[src/rtl/pipe_stage_reg.sv]
// pipe_stage_reg: one valid/ready pipeline stage for a WIDTH-bit payload.
//
// Optional feature: define PIPE_STAGE_REG_SKID_EN to add a skid register.
//   - Defined:   two entries (main + skid). ready_o is a register output
//                (NOT skid full), so there is no ready_i -> ready_o path.
//   - Undefined: a single main register. ready_o = !valid_o | ready_i,
//                which is combinational from ready_i.
//
// Ports
//   clk_i        in   1      clock, all state updates on the rising edge
//   rst_i        in   1      synchronous reset, active low
//   flush_i      in   1      drops every held entry (next cycle is a bubble)
//   valid_i      in   1      upstream payload valid
//   ready_o      out  1      stage accepts a payload this cycle
//   data_i       in   WIDTH  upstream payload
//   valid_o      out  1      downstream payload valid
//   ready_i      in   1      downstream accepts the payload this cycle
//   data_o       out  WIDTH  downstream payload (main register)
//   occupancy_o  out  2      number of held entries
//
// Parameters
//   WIDTH    payload width, 1..256
//   RST_VAL  data_o value after reset or flush

module pipe_stage_reg #(
    parameter int unsigned      WIDTH   = 32,
    parameter logic [WIDTH-1:0] RST_VAL = '0
) (
    input  logic             clk_i,
    input  logic             rst_i,
    input  logic             flush_i,
    input  logic             valid_i,
    output logic             ready_o,
    input  logic [WIDTH-1:0] data_i,
    output logic             valid_o,
    input  logic             ready_i,
    output logic [WIDTH-1:0] data_o,
    output logic [1:0]       occupancy_o
);

    logic             main_valid;
    logic [WIDTH-1:0] main_data;
    logic             in_xfer;
    logic             out_xfer;

    assign in_xfer  = valid_i & ready_o;
    assign out_xfer = main_valid & ready_i;

    assign valid_o = main_valid;
    assign data_o  = main_data;

`ifdef PIPE_STAGE_REG_SKID_EN

    logic             skid_valid;
    logic [WIDTH-1:0] skid_data;

    // The skid entry is only ever filled behind a full main entry, so a
    // free skid slot is exactly the condition for taking one more payload.
    assign ready_o = ~skid_valid;

    always_ff @(posedge clk_i) begin
        if (!rst_i) begin
            main_valid <= 1'b0;
            main_data  <= RST_VAL;
            skid_valid <= 1'b0;
            skid_data  <= RST_VAL;
        end else if (flush_i) begin
            main_valid <= 1'b0;
            main_data  <= RST_VAL;
            skid_valid <= 1'b0;
            skid_data  <= RST_VAL;
        end else if (out_xfer) begin
            if (skid_valid) begin
                // ready_o is low here, so no new payload can arrive this edge
                main_data  <= skid_data;
                skid_valid <= 1'b0;
            end else if (in_xfer) begin
                main_data <= data_i;
            end else begin
                main_valid <= 1'b0;
            end
        end else if (in_xfer) begin
            if (main_valid) begin
                skid_data  <= data_i;
                skid_valid <= 1'b1;
            end else begin
                main_data  <= data_i;
                main_valid <= 1'b1;
            end
        end
    end

    assign occupancy_o = {1'b0, main_valid} + {1'b0, skid_valid};

`else

    assign ready_o = ~main_valid | ready_i;

    always_ff @(posedge clk_i) begin
        if (!rst_i) begin
            main_valid <= 1'b0;
            main_data  <= RST_VAL;
        end else if (flush_i) begin
            main_valid <= 1'b0;
            main_data  <= RST_VAL;
        end else if (in_xfer) begin
            // covers both the empty case and the simultaneous in/out case
            main_data  <= data_i;
            main_valid <= 1'b1;
        end else if (out_xfer) begin
            main_valid <= 1'b0;
        end
    end

    assign occupancy_o = {1'b0, main_valid};

`endif

endmodule

[config.mk]
export PLATFORM = sky130hd
export DESIGN_NAME = pipe_stage_reg
export DESIGN_NICKNAME = d
export VERILOG_FILES = /design/src/rtl/pipe_stage_reg.sv
export SDC_FILE = /design/constraint.sdc
export NUM_CORES = 1
export LEC_CHECK = 0
export CORE_MARGIN = 1
export CORE_UTILIZATION = 25
export CTS_CLUSTER_SIZE = 20
export DETAILED_ROUTE_END_ITERATION = 12
export GPL_TIMING_DRIVEN = 0
export PLACE_DENSITY = 0.54
export RECOVER_POWER = 50
export SLEW_MARGIN = 30
export SYNTH_ARGS = -nofsm -noshare
export SYNTH_HDL_FRONTEND = slang
export SYNTH_SLANG_ARGS = --single-unit
[constraint.sdc]
create_clock -name clk_i -period 2.05 [get_ports clk_i]
set_clock_uncertainty 0.05 [all_clocks]
set_input_delay 0.3075 -clock clk_i [delete_from_list [all_inputs] [get_ports clk_i]]
set_output_delay 0.3075 -clock clk_i [all_outputs]
set_load 0.005 [all_outputs]
Yosys cells after proc, flatten, opt, wreduce, memory -nomap -nowiden. Index checks and enable logic that the tools add are counted.

Word-level logic and storage cells: 11. Output and inout bits: 36. Bits in registers: 33.

Muxes and demuxes: 2. Bitwise logic cells: 5. Reductions and logical operators: 2.

Operators by type and width (number): $and A1 B1 Y1 (2); $mux W1 (2); $not A1 Y1 (2); $reduce_bool A2 Y1 (1); $reduce_or A2 Y1 (1); $or A1 B1 Y1 (1).

Depth between registers and ports, before layout.
Depth after elaboration: 4. Depth in mapped cells: 5. Mapped depth without buffers: 3.

Worst setup path after synthesis. No wires, ideal clock.

Kind: reg-to-reg. Start: register main_valid (netlist: valid_o). End: register main_data[14] (netlist: data_o[14]). Arrival time: 960 ps. Cell stages (with the launch flop): 6. Setup time: 69 ps. Required time: 1931 ps. Slack: 971 ps. Cell sequence: dfxtp_1 > nand2b_4 > buf_6 > and2_4 > buf_6 > o21ai_1.

Cells in the longest elaborated chain, start to end: 3.

Ends and longest elaborated chain: from (decl) (RTL line 41) `logic main_valid;`; from (signal assigned) (RTL line 101) `main_valid <= 1'b0;`; from (signal assigned) (RTL line 104) `main_valid <= 1'b0;`; from (signal assigned) (RTL line 109) `main_valid <= 1'b1;`; $not A1 Y1 (RTL line 97) `assign ready_o = ~main_valid | ready_i;`; $or A1 B1 Y1 (RTL line 97); $and A1 B1 Y1 (RTL line 46) `assign in_xfer = valid_i & ready_o;`; to (signal assigned) (RTL line 108) `main_data <= data_i;`; to (decl) (RTL line 42) `logic [WIDTH-1:0] main_data;`.

No other way between the ends. A chain may end at the register's enable or synchronous reset.

Worst setup path in the final report.
Start: input port ready_i. End: output port ready_o.

Cells in the longest elaborated chain, start to end: 1.

Ends and longest elaborated chain: from (decl) (RTL line 36) `input logic ready_i,`; $or A1 B1 Y1 (RTL line 97); to (decl) (RTL line 33) `output logic ready_o,`.

No other way between the ends.

==> run summary <==
The run gives 0 as the number of antenna violations at the first check in global routing. The half-perimeter wire length of the detailed placement result is 2612 um, and the DRC marker count from the first detailed-route iteration is 64. The origin of the worst min-delay path is valid_i. Most numerous cell on the critical path: sky130_fd_sc_hd__clkdlybuf4s50_1. The count of final max-slew check failures was 0.

Counting both buffers and inverters, the worst setup path holds a total of 3. The tools report the maximum vdd ir drop as 241.2 uV. Setup repair after global routing left no endpoint under its margin. The logs give 192 for the post-synth net total and 5913 um for the global-route wire length before repair.

By startpoint and endpoint, the worst setup path is classified as primary input to output pin. The library cell occupying the most area in the post-synthesis netlist was sky130_fd_sc_hd__dfxtp_1. For this run, the slowest stage of the critical path takes 520 ps. The flow ran to the end, and the final reports show no timing, DRC or antenna violations. The run gives 820 ps as the setup slack of the most critical reg-to-reg path.

Averaged over all synthesized cells, the footprint is 8.597 um^2. The floorplan step defined a core boundary enclosing 5107 um^2. The run gives 270 ps as the clock latency on the worst-skew pair. The run gives 0 as the residual antenna-violating net count after detailed routing. Detailed routing inserted a total of 1340 vias.

The die is 75.01 um wide. For this run, design rule violations remaining after detail routing come to 0. Using the TritonRoute via totals, the vias-per-cell ratio works out to 4.452. Derived from the worst setup path, the maximum achievable clock frequency is 524.7 MHz. The tools report the number of levels in the clock H-tree as 2. For the final count of hold timing violations, the log shows 0.

The congestion estimate from routability-driven global placement came to 0.6900. Maximum number of pins on one net before global-route repair: 18. The total power came out at 1.364 mW. The reg-to-reg startpoint was valid_o$_SDFFE_PP0P_. The most frequent cell after synthesis is sky130_fd_sc_hd__dfxtp_1.

After synthesis, the largest area contributor takes up 49.58% of total cell area. The logs give 295 for the number of cells after detailed placement and 301 for the post-layout instance count excluding filler cells. Post-route fraction of the period consumed by the critical path: 92.96%.

Antenna diode count: 0. The fraction of power consumed by combinational cells is 15.3%. Type of origin of the critical path: a primary input. TritonCTS built the clock tree.

The layout overhead on the synthesized area came out at 63.57%. Dividing total power by cell area gives a power density of 625.7 nW/um^2. The commonest cells after synthesis are sky130_fd_sc_hd__dfxtp_1, sky130_fd_sc_hd__nand2_1, sky130_fd_sc_hd__nand4_1, sky130_fd_sc_hd__o21ai_1, sky130_fd_sc_hd__buf_2. The internal power is 1.055 mW. The share of final-layout standard cells stronger than drive strength 1 came out at 8.225%. Final count of negative-setup-slack endpoints: 0. The smallest clock period supported by the final layout is computed as 1906 ps. For the number of nets in the layout, the log shows 268. The required time reported for the critical path endpoint was 1690 ps. Family of cells with the greatest summed delay on the critical path: buffers and inverters. For this design, the slowest cell found on the critical path is sky130_fd_sc_hd__clkdlybuf4s50_1. The final hold slack was 289.4 ps. The count of max-cap constraint violations was 0; the clock share of power was 35.2%. In the final routed layout, each cell accounts on average for 12.53 um.

Sequential share of power: 49.5%. The most frequently used flop master after synthesis is sky130_fd_sc_hd__dfxtp_1. The effective utilization at floorplan was 26.09%; the switching power share of the total was 22.63%. Post-CTS timing repair inserted 0 buffers for setup. Synthesis produced a netlist whose cell count is 155. The number of resized instances in the post-cts repair step is 0. After floorplanning, the core was divided into 26 placement rows.

The residual overflow from global routing was 0. The share of async-settable or async-resettable flops after synthesis is 0%. For the combined global-route utilization of all metal layers, the log shows 13.93%. The tools report the sequential cell area fraction in the yosys report as 49.58%. The netlist uses 17 different library cells. The clock passes through at most 2 buffers. The worst-case reg-to-reg path depth is 5. Clock-pin slew was measured on the worst setup and hold paths at 60 ps. For this design the total switching power over the nets is 0.3086 mW. The number of I/O pins came out at 73. In this run the worst hold path is classified as primary input to flip-flop. The post-synthesis register bit count was 33. The worst setup path is captured at an output pin. CTS placed an instance of sky130_fd_sc_hd__clkbuf_8 at the clock tree root.

Detailed-route wire length: 3773 um. For the worst setup path, the data arrival time is 1550 ps. For the total clock buffers created by CTS, the log shows 5. The endpoint identified for the worst register-to-register timing path is data_o[17]$_SDFFE_PP0P_. The count of hold buffers inserted by post-cts repair came out at 0. The worst-path maximum fanout was 17. The number of search-and-repair iterations in the first detailed-routing pass is 4. The critical path goes through clkdlybuf4s50_1 > nand2b_4 > buf_6 > clkdlybuf4s50_1. The die outline height works out to 75.01 um. The post-synthesis instance area was 1333 um^2; the number of I/O port buffers was 70. Counting every sink on the clock net gives 33. The die covers 5626 um^2.

Yosys mapped a number of flops with a built-in enable equal to 0. Summed over all cells, the static leakage comes to 0.7436 nW. The worst hold path terminates at valid_o$_SDFFE_PP0P_.

Along the worst hold path, the cell count comes to 3. For this run, the number of Yosys warnings is 0. The logs give 1214 for the via count of the first global-routing pass and 0 ps for the post-route setup TNS. Sorting the synthesized cells by area gives the leading types as sky130_fd_sc_hd__dfxtp_1, sky130_fd_sc_hd__nand4_1, sky130_fd_sc_hd__o21ai_1.
power by group through the flow:
stage	combinational [mW]	sequential [mW]	clock [mW]
finish	0.209	0.674	0.480
global route	0.229	0.677	0.531
CTS	0.219	0.675	0.503
detailed placement	0.218	0.689	0
global placement	0.219	0.689	0
floorplan	0.0794	0.691	0
registers in the layout, summed over array words and instances (netlist names):
register  cells
data_o       32
valid_o       1
stage by stage:
step / utilization [%] / worst slack [ps] / cell area, um^2
4_1_cts: 43.12 / 139.0 / 2202
3_3_place_gp: 41.52 / -55.07 / 2121
2_1_floorplan: - / 971.0 / 1333
6_report: 42.68 / 144.2 / 2180
3_5_place_dp: 41.52 / -45.57 / 2121
5_1_grt: 42.68 / 56.55 / 2180
logic make-up (layout without fill, tap and decap cells):
| group | after synthesis | count (layout) | synth area share [%] |
|---|---|---|---|
| flip-flops | 33 | 33 | 49.58 |
| other | 1 | 1 | 0.2814 |
| buffers and inverters | 21 | 97 | 10.05 |
| AO/OA/AOI/OAI | 33 | 33 | 13.71 |
| AND/OR/NAND/NOR | 67 | 67 | 26.39 |
worst min-delay path, stage by stage:
cell                       delay [ps]
sky130_fd_sc_hd__buf_2            140
sky130_fd_sc_hd__inv_1             50
sky130_fd_sc_hd__a21boi_0          60
worst max path at each step:
stage	depth (start not counted)	from	slack (ps)	endpoint
final	4	ready_i	140	ready_o
after global routing	6	rst_i	60	data_o[21]$_SDFFE_PP0P_
after CTS	4	ready_i	140	ready_o
after detailed placement	5	ready_i	-50	ready_o
after global placement	5	ready_i	-60	ready_o
after floorplan	5	valid_o$_SDFFE_PP0P_	970	data_o[14]$_SDFFE_PP0P_
area by class of cell:
cell class | instances | area, um^2
Timing Repair Buffer | 70 | 700.7
Buffer | 19 | 112.6
Fill cell | 540 | 2928
Multi-Input combinational cell | 101 | 528.0
Sequential cell | 33 | 660.6
Clock buffer | 7 | 86.33
Inverter | 1 | 3.754
Tap cell | 70 | 87.58
cell usage in the layout, fill, tap and decap left out:
cell	instances
sky130_fd_sc_hd__a21boi_0	1
sky130_fd_sc_hd__and2_4	1
sky130_fd_sc_hd__buf_1	2
sky130_fd_sc_hd__buf_2	3
sky130_fd_sc_hd__buf_4	2
sky130_fd_sc_hd__buf_6	4
sky130_fd_sc_hd__clkbuf_1	9
sky130_fd_sc_hd__clkbuf_8	6
sky130_fd_sc_hd__clkdlybuf4s50_1	69
sky130_fd_sc_hd__conb_1	1
sky130_fd_sc_hd__dfxtp_1	33
sky130_fd_sc_hd__dlygate4sd3_1	1
sky130_fd_sc_hd__inv_1	1
sky130_fd_sc_hd__nand2_1	32
sky130_fd_sc_hd__nand2b_4	1
sky130_fd_sc_hd__nand4_1	32
sky130_fd_sc_hd__nor2b_1	1
sky130_fd_sc_hd__o21ai_0	20
sky130_fd_sc_hd__o21ai_1	10
sky130_fd_sc_hd__o21ai_2	2
metal layers:
metal  vias to the layer above  track usage, %  wire [um]
li1                        698               -          -
met1                       591           18.68       1844
met2                        51           20.72       1578
met3                         0           6.024        350
met4                         0           3.145          0
met5                         -               0          0
No activity file was read; power rests on OpenSTA's default activity.
